**src/rtl/xalu_pkg.sv**
```systemverilog
// Shared types and constants for the execute-stage multiply/divide unit.
package xalu_pkg;

  localparam int unsigned XLEN      = 32;
  localparam int unsigned DIV_LAT   = 34;
  localparam int unsigned DIV_STEPS = 32;
  localparam int unsigned DIV_CNT_W = 5;

  // Divide-by-zero: quotient is all ones, remainder is the raw dividend.
  localparam logic [XLEN-1:0] DIV0_QUOTIENT = 32'hFFFF_FFFF;

  typedef enum logic [2:0] {
    XOP_NONE  = 3'd0,
    XOP_MULT  = 3'd1,
    XOP_MULTU = 3'd2,
    XOP_DIV   = 3'd3,
    XOP_DIVU  = 3'd4,
    XOP_MTHI  = 3'd5,
    XOP_MTLO  = 3'd6,
    XOP_MUL   = 3'd7
  } xalu_op_t;

  typedef enum logic [2:0] {
    ST_IDLE      = 3'd0,
    ST_MUL_RUN   = 3'd1,
    ST_DIV_SETUP = 3'd2,
    ST_DIV_ITER  = 3'd3,
    ST_DIV_FIX   = 3'd4
  } xalu_state_t;

  function automatic logic [XLEN-1:0] neg_if(input logic [XLEN-1:0] v, input logic n);
    return n ? XLEN'(~v + 32'd1) : v;
  endfunction

endpackage

```
**src/rtl/div_iter.sv**
```systemverilog
// 32-step restoring radix-2 divider on unsigned magnitudes, one quotient bit per step.
module div_iter
  import xalu_pkg::*;
(
  input  logic            clk,
  input  logic            resetn,
  input  logic            start,
  input  logic            step,
  input  logic [XLEN-1:0] dividend,
  input  logic [XLEN-1:0] divisor,
  output logic            done_c,
  output logic [XLEN-1:0] quotient,
  output logic [XLEN-1:0] remainder
);

  logic [XLEN-1:0]      rem_q, rem_d;
  logic [XLEN-1:0]      quo_q, quo_d;
  logic [XLEN-1:0]      dsr_q, dsr_d;
  logic [DIV_CNT_W-1:0] cnt_q, cnt_d;
  logic [XLEN:0]        rem_sh;
  logic [XLEN-1:0]      diff;

  always_comb begin
    rem_d  = rem_q;
    quo_d  = quo_q;
    dsr_d  = dsr_q;
    cnt_d  = cnt_q;
    rem_sh = {rem_q, quo_q[XLEN-1]};
    // True difference always fits 32 bits when the subtract is taken.
    diff   = rem_sh[XLEN-1:0] - dsr_q;
    done_c = step && (cnt_q == DIV_CNT_W'(DIV_STEPS - 1));
    if (start) begin
      rem_d = '0;
      quo_d = dividend;
      dsr_d = divisor;
      cnt_d = '0;
    end else if (step) begin
      if (rem_sh >= {1'b0, dsr_q}) begin
        rem_d = diff;
        quo_d = {quo_q[XLEN-2:0], 1'b1};
      end else begin
        rem_d = rem_sh[XLEN-1:0];
        quo_d = {quo_q[XLEN-2:0], 1'b0};
      end
      cnt_d = DIV_CNT_W'(cnt_q + 1'b1);
    end
  end

  always_ff @(posedge clk or negedge resetn) begin
    if (!resetn) begin
      rem_q <= '0;
      quo_q <= '0;
      dsr_q <= '0;
      cnt_q <= '0;
    end else begin
      rem_q <= rem_d;
      quo_q <= quo_d;
      dsr_q <= dsr_d;
      cnt_q <= cnt_d;
    end
  end

  assign quotient  = quo_q;
  assign remainder = rem_q;

endmodule

```
**src/rtl/mult_div_unit.sv**
```systemverilog
// Iterative multiply/divide unit: owns HI/LO, runs mult/div ops and drives the decode stall.
module mult_div_unit
  import xalu_pkg::*;
#(
  parameter int unsigned MUL_LAT = 4
) (
  input  logic        clk,
  input  logic        resetn,
  input  logic        start,
  input  logic [2:0]  op,
  input  logic [31:0] src_a,
  input  logic [31:0] src_b,
  input  logic        flush,
  output logic        busy,
  output logic [31:0] hi,
  output logic [31:0] lo,
  output logic [31:0] mul_result,
  output logic        mul_valid
);

  localparam int unsigned MCNT_W = 3;

  xalu_state_t       state_q, state_d;
  logic              busy_q, busy_d;
  logic [XLEN-1:0]   hi_q, hi_d, lo_q, lo_d;
  logic [XLEN-1:0]   mul_result_q, mul_result_d;
  logic              mul_valid_q, mul_valid_d;
  logic [2*XLEN-1:0] prod_q, prod_d;
  logic [MCNT_W-1:0] mcnt_q, mcnt_d;
  logic              is_mul_q, is_mul_d;
  logic              sgn_q, sgn_d;
  logic [XLEN-1:0]   a_q, a_d, b_q, b_d;
  logic              qneg_q, qneg_d, rneg_q, rneg_d, div0_q, div0_d;

  xalu_op_t          op_c;
  logic              mul_sgn_c;
  logic [2*XLEN-1:0] ext_a_c, ext_b_c;
  logic              div_start_c, div_step_c, div_done_c;
  logic [XLEN-1:0]   div_quo_c, div_rem_c;

  assign op_c      = xalu_op_t'(op);
  assign mul_sgn_c = (op_c != XOP_MULTU);
  assign ext_a_c   = {{XLEN{mul_sgn_c & src_a[XLEN-1]}}, src_a};
  assign ext_b_c   = {{XLEN{mul_sgn_c & src_b[XLEN-1]}}, src_b};

  div_iter u_div_iter (
    .clk       (clk),
    .resetn    (resetn),
    .start     (div_start_c),
    .step      (div_step_c),
    .dividend  (neg_if(a_q, sgn_q & a_q[XLEN-1])),
    .divisor   (neg_if(b_q, sgn_q & b_q[XLEN-1])),
    .done_c    (div_done_c),
    .quotient  (div_quo_c),
    .remainder (div_rem_c)
  );

  always_comb begin
    state_d      = state_q;
    hi_d         = hi_q;
    lo_d         = lo_q;
    mul_result_d = mul_result_q;
    mul_valid_d  = 1'b0;
    prod_d       = prod_q;
    mcnt_d       = mcnt_q;
    is_mul_d     = is_mul_q;
    sgn_d        = sgn_q;
    a_d          = a_q;
    b_d          = b_q;
    qneg_d       = qneg_q;
    rneg_d       = rneg_q;
    div0_d       = div0_q;
    div_start_c  = 1'b0;
    div_step_c   = 1'b0;

    unique case (state_q)
      ST_IDLE: begin
        if (start && !flush) begin
          unique case (op_c)
            XOP_MTHI: hi_d = src_a;
            XOP_MTLO: lo_d = src_a;
            XOP_MULT, XOP_MULTU, XOP_MUL: begin
              // Only the low 64 bits are kept, so one multiplier serves both signednesses.
              prod_d   = ext_a_c * ext_b_c;
              is_mul_d = (op_c == XOP_MUL);
              mcnt_d   = MCNT_W'(MUL_LAT - 1);
              state_d  = ST_MUL_RUN;
            end
            XOP_DIV, XOP_DIVU: begin
              a_d     = src_a;
              b_d     = src_b;
              sgn_d   = (op_c == XOP_DIV);
              state_d = ST_DIV_SETUP;
            end
            default: ;
          endcase
        end
      end
      ST_MUL_RUN: begin
        if (flush) begin
          state_d = ST_IDLE;
        end else if (mcnt_q == '0) begin
          if (is_mul_q) begin
            mul_result_d = prod_q[XLEN-1:0];
            mul_valid_d  = 1'b1;
          end else begin
            hi_d = prod_q[2*XLEN-1:XLEN];
            lo_d = prod_q[XLEN-1:0];
          end
          state_d = ST_IDLE;
        end else begin
          mcnt_d = MCNT_W'(mcnt_q - 1'b1);
        end
      end
      ST_DIV_SETUP: begin
        if (flush) begin
          state_d = ST_IDLE;
        end else begin
          div_start_c = 1'b1;
          qneg_d      = sgn_q & (a_q[XLEN-1] ^ b_q[XLEN-1]);
          rneg_d      = sgn_q & a_q[XLEN-1];
          div0_d      = (b_q == '0);
          state_d     = ST_DIV_ITER;
        end
      end
      ST_DIV_ITER: begin
        if (flush) begin
          state_d = ST_IDLE;
        end else begin
          div_step_c = 1'b1;
          if (div_done_c) state_d = ST_DIV_FIX;
        end
      end
      ST_DIV_FIX: begin
        if (!flush) begin
          if (div0_q) begin
            lo_d = DIV0_QUOTIENT;
            hi_d = a_q;
          end else begin
            lo_d = neg_if(div_quo_c, qneg_q);
            hi_d = neg_if(div_rem_c, rneg_q);
          end
        end
        state_d = ST_IDLE;
      end
      default: state_d = ST_IDLE;
    endcase

    busy_d = (state_d != ST_IDLE);
  end

  always_ff @(posedge clk or negedge resetn) begin
    if (!resetn) begin
      state_q      <= ST_IDLE;
      busy_q       <= 1'b0;
      hi_q         <= '0;
      lo_q         <= '0;
      mul_result_q <= '0;
      mul_valid_q  <= 1'b0;
      prod_q       <= '0;
      mcnt_q       <= '0;
      is_mul_q     <= 1'b0;
      sgn_q        <= 1'b0;
      a_q          <= '0;
      b_q          <= '0;
      qneg_q       <= 1'b0;
      rneg_q       <= 1'b0;
      div0_q       <= 1'b0;
    end else begin
      state_q      <= state_d;
      busy_q       <= busy_d;
      hi_q         <= hi_d;
      lo_q         <= lo_d;
      mul_result_q <= mul_result_d;
      mul_valid_q  <= mul_valid_d;
      prod_q       <= prod_d;
      mcnt_q       <= mcnt_d;
      is_mul_q     <= is_mul_d;
      sgn_q        <= sgn_d;
      a_q          <= a_d;
      b_q          <= b_d;
      qneg_q       <= qneg_d;
      rneg_q       <= rneg_d;
      div0_q       <= div0_d;
    end
  end

  assign busy       = busy_q;
  assign hi         = hi_q;
  assign lo         = lo_q;
  assign mul_result = mul_result_q;
  assign mul_valid  = mul_valid_q;

endmodule

```
**config.mk**
```make
export PLATFORM = sky130hd
export DESIGN_NAME = mult_div_unit
export DESIGN_NICKNAME = d
export VERILOG_FILES = /design/src/rtl/xalu_pkg.sv /design/src/rtl/div_iter.sv /design/src/rtl/mult_div_unit.sv
export SDC_FILE = /design/constraint.sdc
export NUM_CORES = 2
export LEC_CHECK = 0
export CAP_MARGIN = 20
export CORE_ASPECT_RATIO = 1.4
export CORE_MARGIN = 3
export CORE_UTILIZATION = 35
export DETAILED_ROUTE_END_ITERATION = 12
export PLACE_DENSITY = 0.62
export SLEW_MARGIN = 20
export SYNTH_ARGS = -nofsm -noshare
export SYNTH_HDL_FRONTEND = slang
export SYNTH_HIERARCHICAL = 1
export SYNTH_SLANG_ARGS = --single-unit
```
**constraint.sdc**
```tcl
create_clock -name clk -period 3 [get_ports clk]
set_input_delay 0.6 -clock clk [delete_from_list [all_inputs] [get_ports clk]]
set_output_delay 0.6 -clock clk [all_outputs]
set_load 0.01 [all_outputs]
```
* After elaboration in Yosys (flattened, before gate mapping) *
Index checks and enable logic that the tools add are counted.

word-level totals
  input port bits = 71
  output and inout port bits = 98
  flip-flop bits (word level) = 338

cells by class
  $lt $le $gt $ge = 1
  mux-type cells = 48
  reduce and logical (&&, ||, !) cells = 19
  eq/ne operators = 22
  bitwise logic cells = 11
  multipliers = 1
  add/subtract/negate cells = 7

operator list
  kind                                                             count
  32-bit 2-to-1 mux                                                23
  32-bit case mux with 3 select lines                              2
  32-bit by 1-bit adder with 32-bit output, second input constant  4
  32-bit NOT                                                       4
  33-bit by 33-bit multiplier with 64-bit output                   1
  33-bit by 32-bit >= comparator with 1-bit output                 1
  32-bit zero test                                                 1
  32-bit subtractor                                                1
  3-bit 2-to-1 mux                                                 9
  3-bit == test, second input constant                             5
  7-bit AND reduction                                              2
  3-bit by 2-bit == test with 1-bit output, second input constant  4
  2-bit != test, second input constant                             6
  3-bit case mux with 2 select lines                               2
  3-bit case mux with 4 select lines                               1
  5-bit 2-to-1 mux                                                 2
  1-bit 2-to-1 mux                                                 8
  3-bit by 1-bit == test with 1-bit output, second input constant  2
  3-bit zero test                                                  2
  2-bit by 1-bit != test with 1-bit output, second input constant  3
  3-bit AND reduction                                              2
  3-bit nonzero test                                               2
  5-bit by 1-bit adder with 5-bit output, second input constant    1
  1-bit AND                                                        5
  14 further kinds                                                 16

* Depth between registers and ports, before layout *
  depth after elaboration = 7
  depth in mapped cells = 31

* Hierarchy *
Netlist, hierarchy kept.

by module, submodules not included
  module         cells an instance  sequential area each (um2)  instances  area an instance (um2)
  mult_div_unit  5546               5930.7                      1          50641.1
  div_iter       758                2527.4                      1          6541.3

* Worst setup path before layout *
No wires, ideal clock.

  path kind = input-to-reg
  start = input op[1]
  end = register prod_q[57]
  buffers on the path = 1
  stages on the path = 28
  required time = 2867 ps
  path slack = -5831 ps
  arrival = 8698 ps
  cell sequence = nor2b_1 nand2_1 and2_0 clkbuf_1 nand2_1 inv_1 fa_1 fa_1 inv_1 fa_1 inv_1 fa_1 inv_1 fa_1 fa_1 fa_1 fa_1 inv_1 ha_1 nand2_1 and3b_1 and2_1 nand4_1 o22ai_1 or4b_1 a41oi_1 xor2_1 o21ai_0

on the way
  cells in the longest elaborated chain, start to end = 3
  elaborated cells between the ends (all ways) = 9

RTL lines
  element                                                                                RTL line              text
  start, declared                                                                        mult_div_unit.sv:10   input logic [2:0] op,
  3-bit by 2-bit != test with 1-bit output, or another cell as far along                 mult_div_unit.sv:42   assign mul_sgn_c = (op_c != XOP_MULTU);
  1-bit AND, or another cell as far along                                                mult_div_unit.sv:43   assign ext_a_c = {{XLEN{mul_sgn_c & src_a[XLEN-1]}}, src_a};
  33-bit by 33-bit multiplier with 64-bit output or 3-bit AND reduction (tied branches)  --
  end signal, assigned                                                                   mult_div_unit.sv:176  prod_q <= prod_d;
  end, declared                                                                          mult_div_unit.sv:28   logic [2*XLEN-1:0] prod_q, prod_d;

Several ways; a longest one is shown, not always the timed one.
A chain may end at the register's enable or synchronous reset.

* Final worst setup path *
  start = input op[2]
  end = register prod_q[61]

The elaborated chain is that of the path after synthesis.

==> impl_metrics.yaml <==
outcome:
  status: "finished, violations left"
  failed_checks: "setup timing"
yosys:
  yosys_register_bits: 338
  synth-compound-area-share: 0.0879
  synth_ff_type: "dfrtp_1"
  syn_area_sq_um: 57200
  synth_area_per_cell_sq_um: 9.07
  syn_nets: 7753
  synth_fa_ha_area_frac: 0.449
  yosys.area.top_type_share: 0.394
  synthSimpleGateAreaFrac: 0.149
  synth_warnings: 6
  synthTopCellsByArea: "fa_1, dfrtp_1, inv_1"
  synth_cell_type_count: 91
  synth_xor_area_frac: 0.0337
  muxShareOfSynthArea: 0.0285
  yosysTopAreaCell: "fa_1"
  ys_seq_area_frac: 0.148
  synth_cells: 6304
  synth_edf_count: 0
  yosysMostFrequentCell: "inv_1"
  yosys-top-cells-count: "inv_1, fa_1, nand2_1"
  synthArstFlopShare: 1.00
  synth_top_family_by_area: "adder cells"
clock_network:
  cts_tree: "yes"
  clock-sinks: 338
  clk_latency_ns: 0.66
  htreeDepth: 1
  clk_path_buf_depth: 3
  cts_buffers: 30
  cts_root_buffer: "clkbuf_16"
  clkTransAtPathRegs_ns: 0.08
route:
  drt_first_pass_iters: 5
  drt_iter0_drc: 3155
  route.detailed.drc: 0
  vias: 47900
  drt_wl_total_mm: 213
  wire_per_inst_um: 23.1
  ant_nets: 0
  routed_via_density: 5.20
floorplanning:
  dieArea_sq_um: 168000
  die_x_um: 348
  die_height_um: 484
  num_rows: 174
  start_util: 0.354
  ios: 169
  core_sq_um: 162000
placement:
  dpl.hpwl_mm: 167
  dpl-instance-area_sq_um: 68200
  place_worst_setup_slack_ns: -5.69
  gp_congestion: 0.967
  numPortBuffers: 168
timing:
  worst_pin_slew_ns: 0.962
  finalMaxSlewViolations: 0
  setup_violations: 73
  finalWorstPathRequiredPeriod_ns: 7.48
  max_slew_margin: 0.357
  setup_ws_ns: -4.48
  final_hold_viol_count: 0
  fin_crit_sh: 2.49
  rsz0062_at_grt: "true"
  fin_hold_ws_ns: 0.313
  max_freq_mhz: 134
  finClkSkew_ns: 0.0311
finish:
  layout-drive-gt1-share: 0.228
  fillers: 15200
  nets: 8516
  syn_to_final_growth_pct: 27.8
  fin_util: 0.453
  final_area_sq_um: 73100
global_route:
  grt_pass1_wl_mm: 321
  grt_pass1_vias: 52000
  grt_max_degree: 68
  grt_overflow_total: 0
  grt_antenna_before_repair: 18
  track_usage: 0.253
setup_path:
  reg2reg_to: "u_div_iter/remainder[4]$_DFFE_PN0P_"
  crit_arrival_ns: 8.02
  r2r_slack_ns: -0.04
  end_kind: "flip-flop"
  crit_path_start: "op[2]"
  crit_path_max_incr_delay_ns: 0.65
  cp_max_fo: 6
  r2r_cells: 11
  worstSetupEndpoint: "prod_q[61]$_DFFE_PN0P_"
  critical_path.slowest_cell: "fa_2"
  worstSetupPathType: "in2reg"
  required_ns: 3.55
  cp-start-kind: "input pin"
  reg2reg_from: "u_div_iter/dsr_q[1]$_DFFE_PN0P_"
flow_run:
  cap_violations: 0
hold_path:
  hold_class: "in2reg"
through the flow:
stage / setup TNS (ns) / cells
2_1_floorplan: -215.58 / 6304
3_3_place_gp: -280.32 / 9037
3_5_place_dp: -284.29 / 9037
4_1_cts: -208.24 / 9185
5_1_grt: -221.18 / 9205
6_report: -207.33 / 9212
final cells by class:
class	count	area, sq um	share of cell area
multi-input cells	4402	45200	0.618
clock inverters	24	399	0.00546
diodes	9	22.5	0.000308
clock buffers	32	768	0.0105
flip-flops and latches	338	8460	0.116
inverters	1163	4380	0.0599
well taps	2112	2640	0.0361
repair buffers	1132	11200	0.154
worst min-delay path by stage:
stage	depth (start not counted)	slack (ns)	to	start
global route	4	0.34	is_mul_q$_DFFE_PN0P_	op[2]
finish	4	0.31	is_mul_q$_DFFE_PN0P_	op[2]
CTS	4	0.28	is_mul_q$_DFFE_PN0P_	op[2]
global placement	1	0.46	mcnt_q[0]$_DFFE_PN0P_	mcnt_q[0]$_DFFE_PN0P_
detailed placement	1	0.47	mcnt_q[0]$_DFFE_PN0P_	mcnt_q[0]$_DFFE_PN0P_
floorplan	0	0.30	a_q[0]$_DFFE_PN0P_	resetn
worst max-delay path: cells and delay by family:
family	cells	cell delay (ns)
AOI/OAI and AO/OA	6	1.00
adders and majority gates	9	4.43
buffers and inverters	7	0.58
and+or+nand+nor	7	1.38
layout by cell type, fill, tap and decap left out, types with 31 or more instances in the layout:
cell type	n
nand2_1	1017
fa_2	47
xnor2_1	100
and2_1	315
inv_1	1117
a221oi_1	50
ha_4	63
mux2_2	99
buf_6	79
a21oi_2	32
clkdlybuf4s50_1	104
dfrtp_1	338
o21ai_0	198
o21ai_1	85
buf_4	760
ha_1	185
inv_2	41
a21oi_1	124
nand3_1	59
nor2_1	192
mux2i_1	49
clkbuf_16	31
buf_12	112
xor2_1	100
fa_1	1079
a21o_1	58
sequential cells by signal, summed over array words and instances (netlist names):
| name | count |
|---|---|
| mul_result | 32 |
| mcnt_q | 3 |
| prod_q | 64 |
| busy | 1 |
| rneg_q | 1 |
| div0_q | 1 |
| b_q | 32 |
| is_mul_q | 1 |
| sgn_q | 1 |
| u_div_iter/dsr_q | 32 |
| qneg_q | 1 |
| lo | 32 |
| u_div_iter/cnt_q | 5 |
| mul_valid | 1 |
| u_div_iter/remainder | 32 |
| state_q | 3 |
| u_div_iter/quotient | 32 |
| hi | 32 |
| a_q | 32 |
metal layers:
| metal | wire, um | global-route usage | vias up |
|---|---|---|---|
| li1 | - | - | 20900 |
| met1 | 77000 | 0.290 | 24600 |
| met2 | 107000 | 0.451 | 1809 |
| met3 | 12600 | 0.0292 | 603 |
| met4 | 16400 | 0.152 | 4 |
| met5 | 15 | 0 | - |
cells by family (layout without fill, tap and decap cells):
group | count (synthesis) | count (layout)
adder cells (fa/ha/maj) | 1378 | 1378
flip-flops | 338 | 338
other | 0 | 9
AND/OR/NAND/NOR | 1863 | 1863
XOR/XNOR | 220 | 220
multiplexers | 150 | 150
AO/OA/AOI/OAI | 791 | 791
buffers and inverters | 1564 | 2351
timing repair:
action                                 in CTS  in global routing
setup buffers                              66                 29
endpoints found under the hold margin      49                  0
gates resized for setup                   440                235
cloned                                     27                  1
hold buffers                                1                  0
pin swaps                                 189                167
setup endpoints to repair                  98                107
Power is left out: the tool's default activity adds up to more than one toggle a clock period on the data nets, which glitch-free logic cannot reach.
